--- config.mk ---
export PLATFORM = sky130hd
export DESIGN_NAME = alu_store_ram_flat
export DESIGN_NICKNAME = d
export VERILOG_FILES = /design/src/rtl/alu_store_ram_if.sv /design/src/rtl/alu_store_ram.sv /design/src/flat_wrapper.sv
export SDC_FILE = /design/constraint.sdc
export NUM_CORES = 1
export LEC_CHECK = 0
export ABC_CLOCK_PERIOD_IN_PS = 5700
export CAP_MARGIN = 20
export CORE_MARGIN = 2
export CORE_UTILIZATION = 45
export CTS_BUF_LIST = sky130_fd_sc_hd__clkbuf_8
export DETAILED_ROUTE_END_ITERATION = 7
export PLACE_DENSITY = 0.72
export SLEW_MARGIN = 10
export SYNTH_ARGS = -nofsm -noshare
export SYNTH_HDL_FRONTEND = slang
export SYNTH_SLANG_ARGS = --single-unit
--- constraint.sdc ---
create_clock -name clk -period 5.7 [get_ports clk]
set_clock_uncertainty 0.1 [all_clocks]
set_input_delay 1.71 -clock clk [delete_from_list [all_inputs] [get_ports clk]]
set_output_delay 1.71 -clock clk [all_outputs]
set_load 0.01 [all_outputs]
--- src/rtl/alu_store_ram_if.sv ---
// Operation, result and read-port bundle for alu_store_ram.
// The master drives operations, clear and read requests. The slave returns results, store status and read data.
interface alu_store_ram_if #(
    parameter int unsigned WIDTH = 8,
    parameter int unsigned DEPTH = 8,
    parameter int unsigned AW    = $clog2(DEPTH)
);
    logic             op_valid;
    logic             op_ready;
    logic [WIDTH-1:0] a;
    logic [WIDTH-1:0] b;
    logic [3:0]       sel;
    logic             res_valid;
    logic [WIDTH-1:0] res;
    logic             carry;
    logic             bad_op;
    logic             clear;
    logic [AW:0]      count;
    logic             full;
    logic             rd_en;
    logic [AW-1:0]    rd_addr;
    logic             rd_valid;
    logic [WIDTH-1:0] rd_data;
    logic             rd_err;

    modport master (
        output op_valid, a, b, sel, clear, rd_en, rd_addr,
        input  op_ready, res_valid, res, carry, bad_op, count, full,
               rd_valid, rd_data, rd_err
    );

    modport slave (
        input  op_valid, a, b, sel, clear, rd_en, rd_addr,
        output op_ready, res_valid, res, carry, bad_op, count, full,
               rd_valid, rd_data, rd_err
    );
endinterface

--- src/rtl/alu_store_ram.sv ---
// Registered ALU. Every accepted result is also written into a circular store of DEPTH entries.
// The store is read back through a synchronous port addressed relative to the oldest valid entry.
module alu_store_ram #(
    parameter int unsigned WIDTH     = 8,
    parameter int unsigned DEPTH     = 8,
    parameter int unsigned AW        = $clog2(DEPTH),
    parameter bit          OVERWRITE = 1'b1
) (
    input  logic             clk,
    input  logic             rst,
    alu_store_ram_if.slave   bus
);
    localparam int unsigned CW = AW + 1;

    logic [WIDTH-1:0] mem [DEPTH];
    logic [AW-1:0]    wr_ptr_q;
    logic [CW-1:0]    count_q;
    logic             full_q;
    logic             res_valid_q;
    logic [WIDTH-1:0] res_q;
    logic             carry_q;
    logic             bad_op_q;
    logic             rd_valid_q;
    logic [WIDTH-1:0] rd_data_q;
    logic             rd_err_q;

    logic             op_ready_c;
    logic             accept;
    logic [WIDTH:0]   sum;
    logic [WIDTH-1:0] alu_res;
    logic             alu_carry;
    logic             alu_bad;
    logic [AW-1:0]    oldest;
    logic [AW-1:0]    rd_idx;

    // clear takes priority, so an operation offered in the same cycle is dropped.
    assign op_ready_c = ~rst & (OVERWRITE ? 1'b1 : ~full_q);
    assign accept     = bus.op_valid & op_ready_c & ~bus.clear;

    // When count == DEPTH its low bits are zero, so the oldest entry equals wr_ptr.
    assign oldest = wr_ptr_q - count_q[AW-1:0];
    assign rd_idx = oldest + bus.rd_addr;

    assign sum = {1'b0, bus.a} + {1'b0, bus.b};

    always_comb begin
        alu_res   = '0;
        alu_carry = 1'b0;
        alu_bad   = 1'b0;
        case (bus.sel)
            4'b0000: begin
                alu_res   = sum[WIDTH-1:0];
                alu_carry = sum[WIDTH];
            end
            4'b0001: begin
                alu_res   = bus.a - bus.b;
                alu_carry = (bus.a < bus.b);
            end
            4'b0110: alu_res = bus.a * bus.b;
            4'b1100: alu_res = bus.a & bus.b;
            4'b1001: alu_res = bus.a | bus.b;
            4'b1101: alu_res = ~(bus.a & bus.b);
            4'b0111: alu_res = ~(bus.a | bus.b);
            4'b1110: alu_res = bus.a ^ bus.b;
            4'b1111: alu_res = ~(bus.a ^ bus.b);
            default: alu_bad = 1'b1;
        endcase
    end

    // The store array has no reset. Only the pointer and count decide which entries are valid.
    always_ff @(posedge clk) begin
        if (accept) begin
            mem[wr_ptr_q] <= alu_res;
        end
    end

    always_ff @(posedge clk) begin
        if (rst) begin
            res_valid_q <= 1'b0;
            res_q       <= '0;
            carry_q     <= 1'b0;
            bad_op_q    <= 1'b0;
        end else begin
            res_valid_q <= accept;
            if (accept) begin
                res_q    <= alu_res;
                carry_q  <= alu_carry;
                bad_op_q <= alu_bad;
            end
        end
    end

    always_ff @(posedge clk) begin
        if (rst) begin
            wr_ptr_q <= '0;
            count_q  <= '0;
            full_q   <= 1'b0;
        end else if (bus.clear) begin
            wr_ptr_q <= '0;
            count_q  <= '0;
            full_q   <= 1'b0;
        end else if (accept) begin
            wr_ptr_q <= wr_ptr_q + AW'(1);
            if (count_q != CW'(DEPTH)) begin
                count_q <= count_q + CW'(1);
                full_q  <= (count_q == CW'(DEPTH - 1));
            end
        end
    end

    // Reads use the pre-edge pointer, count and memory, which gives read-before-write ordering.
    always_ff @(posedge clk) begin
        if (rst) begin
            rd_valid_q <= 1'b0;
            rd_data_q  <= '0;
            rd_err_q   <= 1'b0;
        end else begin
            rd_valid_q <= bus.rd_en;
            if (bus.rd_en) begin
                if ({1'b0, bus.rd_addr} >= count_q) begin
                    rd_err_q  <= 1'b1;
                    rd_data_q <= '0;
                end else begin
                    rd_err_q  <= 1'b0;
                    rd_data_q <= mem[rd_idx];
                end
            end
        end
    end

    assign bus.op_ready  = op_ready_c;
    assign bus.res_valid = res_valid_q;
    assign bus.res       = res_q;
    assign bus.carry     = carry_q;
    assign bus.bad_op    = bad_op_q;
    assign bus.count     = count_q;
    assign bus.full      = full_q;
    assign bus.rd_valid  = rd_valid_q;
    assign bus.rd_data   = rd_data_q;
    assign bus.rd_err    = rd_err_q;
endmodule

--- src/flat_wrapper.sv ---
// flat-port wrapper written by rule: the top's interface ports become plain ports
module alu_store_ram_flat 
#(
    parameter int unsigned WIDTH     = 8,
    parameter int unsigned DEPTH     = 8,
    parameter int unsigned AW        = $clog2(DEPTH),
    parameter bit          OVERWRITE = 1'b1
)
  (clk, rst, bus_op_valid, bus_a, bus_b, bus_sel, bus_clear, bus_rd_en, bus_rd_addr, bus_op_ready, bus_res_valid, bus_res, bus_carry, bus_bad_op, bus_count, bus_full, bus_rd_valid, bus_rd_data, bus_rd_err);
  alu_store_ram_if #(.WIDTH(WIDTH), .DEPTH(DEPTH), .AW(AW)) bus_i ();
  input  logic clk;
  input  logic rst;
  input wire logic [$bits(bus_i.op_valid)-1:0] bus_op_valid;
  input wire logic [$bits(bus_i.a)-1:0] bus_a;
  input wire logic [$bits(bus_i.b)-1:0] bus_b;
  input wire logic [$bits(bus_i.sel)-1:0] bus_sel;
  input wire logic [$bits(bus_i.clear)-1:0] bus_clear;
  input wire logic [$bits(bus_i.rd_en)-1:0] bus_rd_en;
  input wire logic [$bits(bus_i.rd_addr)-1:0] bus_rd_addr;
  output wire logic [$bits(bus_i.op_ready)-1:0] bus_op_ready;
  output wire logic [$bits(bus_i.res_valid)-1:0] bus_res_valid;
  output wire logic [$bits(bus_i.res)-1:0] bus_res;
  output wire logic [$bits(bus_i.carry)-1:0] bus_carry;
  output wire logic [$bits(bus_i.bad_op)-1:0] bus_bad_op;
  output wire logic [$bits(bus_i.count)-1:0] bus_count;
  output wire logic [$bits(bus_i.full)-1:0] bus_full;
  output wire logic [$bits(bus_i.rd_valid)-1:0] bus_rd_valid;
  output wire logic [$bits(bus_i.rd_data)-1:0] bus_rd_data;
  output wire logic [$bits(bus_i.rd_err)-1:0] bus_rd_err;
  assign bus_i.op_valid = bus_op_valid;
  assign bus_i.a = bus_a;
  assign bus_i.b = bus_b;
  assign bus_i.sel = bus_sel;
  assign bus_i.clear = bus_clear;
  assign bus_i.rd_en = bus_rd_en;
  assign bus_i.rd_addr = bus_rd_addr;
  assign bus_op_ready = bus_i.op_ready;
  assign bus_res_valid = bus_i.res_valid;
  assign bus_res = bus_i.res;
  assign bus_carry = bus_i.carry;
  assign bus_bad_op = bus_i.bad_op;
  assign bus_count = bus_i.count;
  assign bus_full = bus_i.full;
  assign bus_rd_valid = bus_i.rd_valid;
  assign bus_rd_data = bus_i.rd_data;
  assign bus_rd_err = bus_i.rd_err;
  alu_store_ram #(.WIDTH(WIDTH), .DEPTH(DEPTH), .AW(AW), .OVERWRITE(OVERWRITE)) u_core (.clk(clk), .rst(rst), .bus(bus_i));
endmodule
* Yosys cells after proc, flatten, opt, wreduce, memory -nomap -nowiden *
Memories as Yosys holds them, arrays and structs flattened.
Index checks and enable logic that the tools add are counted.

operators by class
  add/sub/neg operators = 6
  multiply operators = 1
  order comparisons = 2
  equal/unequal tests = 10
  muxes and demuxes = 7
  bitwise operators = 10
  reduce and logical (&&, ||, !) cells = 4

operators by type and width
  kind                                                              number
  8-bit one-hot mux with 9 select lines                             1
  8-bit NOT                                                         3
  4-bit == test (second input constant)                             5
  4-bit by 3-bit == test with 1-bit output (second input constant)  3
  8-bit by 8-bit adder with 9-bit output                            1
  9-bit OR reduction                                                1
  8-bit AND                                                         1
  8-bit < comparator                                                1
  8-bit by 8-bit multiplier with 8-bit output                       1
  8-bit two-way mux                                                 1
  8-bit OR                                                          1
  8-bit subtractor                                                  1
  8-bit bitwise XOR                                                 1
  4-bit by 1-bit adder with 4-bit output (second input constant)    1
  4-bit by 1-bit == test with 1-bit output (second input constant)  1
  3-bit by 4-bit greater-or-equal comparator with 1-bit output      1
  4-bit zero test                                                   1
  1-bit two-way mux                                                 4
  4-bit != test (second input constant)                             1
  3-bit by 1-bit adder with 3-bit output (second input constant)    1
  3-bit adder                                                       1
  3-bit subtractor                                                  1
  1-bit AND                                                         2
  1-bit NOT                                                         2
  3 further kinds                                                   3

word-level totals
  register bits = 29
  memory bits (writable) = 64
  output and inout bits = 27
  memories kept = 1

memory list
  name        depth  bits a word  read ports  clocked after memory_dff  write ports  line                 text
  u_core.mem  8      8            1           0                         1            alu_store_ram.sv:15  logic [WIDTH-1:0] mem [DEPTH];

* Longest topological paths before layout *
  depth after elaboration = 5
  gate-level depth with buffers = 17
  mapped depth without buffers = 17

* Worst setup path after synthesis *
No wires, ideal clock.

  path type = input-to-reg
  from = in bus_b[3]
  to = reg u_core.res_q[7], in the netlist u_core.bus.res[7]
  library setup time = 0.117 ns
  arrival time = 5.247 ns
  slack = 0.236 ns
  cell stages on the path = 15
  path buffers = 0
  path through = ha_1 inv_1 fa_1 inv_1 ha_1 inv_1 fa_1 fa_1 inv_1 ha_1 a21oi_1 xnor2_1 xnor2_1 a221o_1 a22o_1

on the way
  word-level cells in the longest chain between the ends = 2

RTL lines
  element                                                                    line                 text
  start, declared                                                            flat_wrapper.sv:15   input wire logic [$bits(bus_i.b)-1:0] bus_b;
  8-bit by 8-bit multiplier with 8-bit output, or another cell as far along  alu_store_ram.sv:59  4'b0110: alu_res = bus.a * bus.b;
  8-bit one-hot mux with 9 select lines (*)                                  alu_store_ram.sv:50  case (bus.sel)
  net u_core.alu_res[7]                                                      alu_store_ram.sv:30  logic [WIDTH-1:0] alu_res;
  end signal, assigned                                                       alu_store_ram.sv:86  res_q <= alu_res;
  end, declared                                                              alu_store_ram.sv:20  logic [WIDTH-1:0] res_q;

Mark *: on every way through the listed nets, which the timed path passes. The rest lies on a longest branch.
A chain may end at the register's enable or synchronous reset.

* Final worst setup path *
  from = in bus_a[3]
  to = reg u_core.res_q[7], in the netlist u_core.bus.res[7]

on the way
  word-level cells in the longest chain between the ends = 2

RTL lines
  element                                                                    line                 text
  start, declared                                                            flat_wrapper.sv:14   input wire logic [$bits(bus_i.a)-1:0] bus_a;
  8-bit by 8-bit multiplier with 8-bit output, or another cell as far along  alu_store_ram.sv:59
  8-bit one-hot mux with 9 select lines (*)                                  alu_store_ram.sv:50
  net u_core.alu_res[7]                                                      alu_store_ram.sv:30

Marked as above.

==> impl_results.md <==
- Number of global-route vias before repair: 4582
- Post-synth EDFFs: 64
- Setup TNS Final: 0 ns
- Crit end category: flip-flop
- GRT Residual Overflow: 0
- Peak supply drop: 0.114 mV
- Vias per inst: 5.52
- Max Freq: 179 MHz
- Final hold violation count: 0
- GRT Total Usage: 21.4%
- Slew Limit Fails: 0
- Max FO, Critical Path: 5
- PnR worst setup slack: 0.124 ns
- ANT cells: 0
- Mapped Cells: 558
- Total I/O pin count: 55
- P&R area growth vs syn: 20.9%
- Die height: 119 microns
- Final cell count without fillers: 836
- First-pass GRT wire length: 23700 microns
- Power density over cell area: 237 nW/um^2
- Unrepaired setup endpoints after global routing: no
- Via count: 4618
- Cts bufs inserted: 9
- Total power: 1.72 mW
- Final WL: 14900 microns
- CTS Root Cell: clkbuf_8
- Clk_lat worst skew: 0.36 ns
- Mapped cell area: 6000 sq um
- Unique masters post-synth: 67
- Worst EP required: 5.85 ns
- RePlAce Congestion: 0.936
- Reg clk slew, reported paths: 0.08 ns
- Asr flop ratio synth: 0%
- Htree depth: 3
- Slew Limit Headroom: 25.2%
- Seq cells post-synth: 93
- Starting DRT DRC Count: 397
- Ys Warns: 0
- Top FF cell, synth: edfxtp_1
- Average wire per standard cell: 17.8 microns
- Kind of critical path: in -> reg
- ANT nets after route: 0
- Worst hold path class: reg -> reg
- Bufs on Longest Clock Path: 2
- DP Worst Slack: -0.500 ns
- DP HPWL: 11200 microns
- Nets: 747
- Tightest Pin Transition: 1.11 ns
- Synthesized net count: 650
- Placed Instances: 818
- DRC violations left: 0
- Final period utilization: 97.8%
- PortBufs: 54
- Core ar.: 13100 sq um
- Die area: 14300 sq um
- Initial core utilization: 45.6%
- Largest net degree at the start of global routing: 26
- Leakage: 2.93 nW
- Post-CTS Hold Fix Bufs: 0
- Initial antenna violation count: 0
- FP Rows: 42
- CP Launch Type: input port
- Maxcap violations: 0
- Seq/Total Area, Yosys: 41.7%
- Outcome: finished clean
- Die Width: 119 microns
- CTS tree: yes
- Minimum clock period: 5.58 ns
- Clock Sinks: 93
- Data arrival time of the worst path: 5.73 ns
- 1st-pass router iterations: 5
- Proportion of layout cells with a drive suffix above 1: 16.4%
- Mapped Avg Cell Area: 10.7 sq um
- Endpoints failing setup: 0
-- Yosys cell counts (3+ instances only) --
master | instances | area share (%)
nand2b_1 | 3 | 0.31
nand4_1 | 3 | 0.31
a22o_1 | 6 | 0.88
a22oi_1 | 5 | 0.63
or3_1 | 4 | 0.42
nand2_1 | 38 | 2.4
o21a_1 | 3 | 0.38
a21oi_1 | 32 | 2.7
buf_2 | 4 | 0.33
nor3_1 | 12 | 1.0
mux4_2 | 16 | 6.0
nor2_1 | 71 | 4.4
fa_1 | 16 | 5.3
clkbuf_8 | 5 | 1.1
nand3_1 | 7 | 0.58
nor2b_1 | 7 | 0.73
o22ai_1 | 3 | 0.31
o32ai_1 | 3 | 0.44
xor2_1 | 5 | 0.73
xnor2_1 | 20 | 2.9
clkbuf_1 | 6 | 0.38
o21ai_0 | 13 | 1.1
inv_2 | 3 | 0.19
mux2i_1 | 13 | 2.2
ha_1 | 48 | 10
buf_6 | 3 | 0.56
edfxtp_1 | 64 | 32
inv_1 | 59 | 3.7
o211ai_1 | 6 | 0.75
dfxtp_1 | 29 | 9.7
a21o_1 | 5 | 0.63
-- state kept, by name, indices dropped and copies added (netlist names) --
register,cells
u_core.bus.bad_op,1
u_core.bus.rd_data,8
u_core.bus.count,4
u_core.bus.rd_err,1
u_core.bus.carry,1
u_core.bus.res,8
u_core.mem,64
u_core.wr_ptr_q,3
u_core.bus.res_valid,1
u_core.bus.full,1
u_core.bus.rd_valid,1
-- where the power goes --
group / total [mW] / leakage, nW / switching (mW) / internal [mW]
Clock: 0.429 / 0.0945 / 0.229 / 0.201
Sequential: 0.753 / 0.822 / 0.00605 / 0.747
Combinational: 0.539 / 2.01 / 0.286 / 0.253
Total: 1.72 / 2.93 / 0.521 / 1.20
-- area by class of cell --
type / count / area [sq um]
repair buffers: 103 / 916
clock inverters: 7 / 66.3
multi-input cells: 384 / 3180
inverters: 64 / 240
fillers: 1129 / 5890
flip-flops and latches: 93 / 2500
well taps: 176 / 220
clock buffers: 9 / 124
-- cell families (layout without fill, tap and decap cells) --
kind of cell,after synthesis,in the layout,share of synthesized area (%)
and+or+nand+nor,155,155,11.5
AOI/OAI and AO/OA,107,108,12.4
DFF,93,93,41.7
buffers and inverters,82,183,6.43
adders and majority gates,64,64,15.4
muxes,30,30,8.37
xor gates and xnor gates,27,27,4.19
-- path summary, 6_finish.rpt --
path                                    from                            endpoint  slack, ns  cells after the start
min reg2reg   u_core.bus.res[3]$_SDFFE_PP0P_      u_core.bus.res[3]$_SDFFE_PP0P_       0.38                      1
max                                 bus_a[3]      u_core.bus.res[7]$_SDFFE_PP0P_       0.12                     16
max reg2reg  u_core.wr_ptr_q[1]$_SDFFE_PP0P_  u_core.bus.rd_data[1]$_SDFFE_PP0P_       2.54                     10
min           u_core.bus.res[3]$_SDFFE_PP0P_      u_core.bus.res[3]$_SDFFE_PP0P_       0.38                      1
-- critical path, cell delays in order --
cell and delay (ns):
clkdlybuf4s50_1 0.48, ha_2 0.18, inv_1 0.05, fa_1 0.54
inv_1 0.05, ha_1 0.27, inv_1 0.05, fa_1 0.49
fa_2 0.54, inv_1 0.07, ha_4 0.25, a21oi_4 0.16
xnor2_2 0.10, xnor2_2 0.16, a221o_1 0.39, a22o_1 0.23
-- cells in the final DEF (no fill, tap or decap), drive strengths merged, types with 6 or more instances in the layout --
| master | Yosys | final |
|---|---|---|
| nor2 | 71 | 71 |
| edfxtp | 64 | 64 |
| inv | 62 | 64 |
| clkdlybuf4s50 | 0 | 51 |
| buf | 7 | 49 |
| ha | 48 | 48 |
| nand2 | 40 | 40 |
| a21oi | 33 | 33 |
| dfxtp | 29 | 29 |
| xnor2 | 22 | 22 |
| mux4 | 16 | 16 |
| fa | 16 | 16 |
| o21ai | 15 | 15 |
| mux2i | 13 | 13 |
| nor3 | 13 | 13 |
| clkbuf | 11 | 9 |
| nor2b | 7 | 7 |
| nand3 | 7 | 7 |
| o211ai | 6 | 6 |
| a22o | 6 | 6 |
| a21o | 6 | 6 |
-- metrics by stage --
step | hold slack, ns | utilization (%) | cell area, sq um
after floorplan | 0.399 | - | 6000
after global placement | 0.358 | 53.1 | 6970
after detailed placement | 0.355 | 53.1 | 6970
after CTS | 0.383 | 54.6 | 7180
after global routing | 0.411 | 55.2 | 7250
final | 0.385 | 55.2 | 7250
-- metal layers --
layer / global-route usage, % / part of all wire (%) / up-vias
met5: 0 / 0 / -
met2: 35.4 / 48 / 216
met3: 3.59 / 6.0 / 28
met4: 7.43 / 2.4 / 0
met1: 28.6 / 43 / 2207
li1: - / - / 2167
-- timing repair --
item                                    CTS  global route
buffers inserted                          0             1
pin swaps                                 5            10
cloned                                    1             0
gates resized for setup                   2            15
endpoints found under the setup margin    9             9
Note: power is estimated with default switching activity, not from simulation.
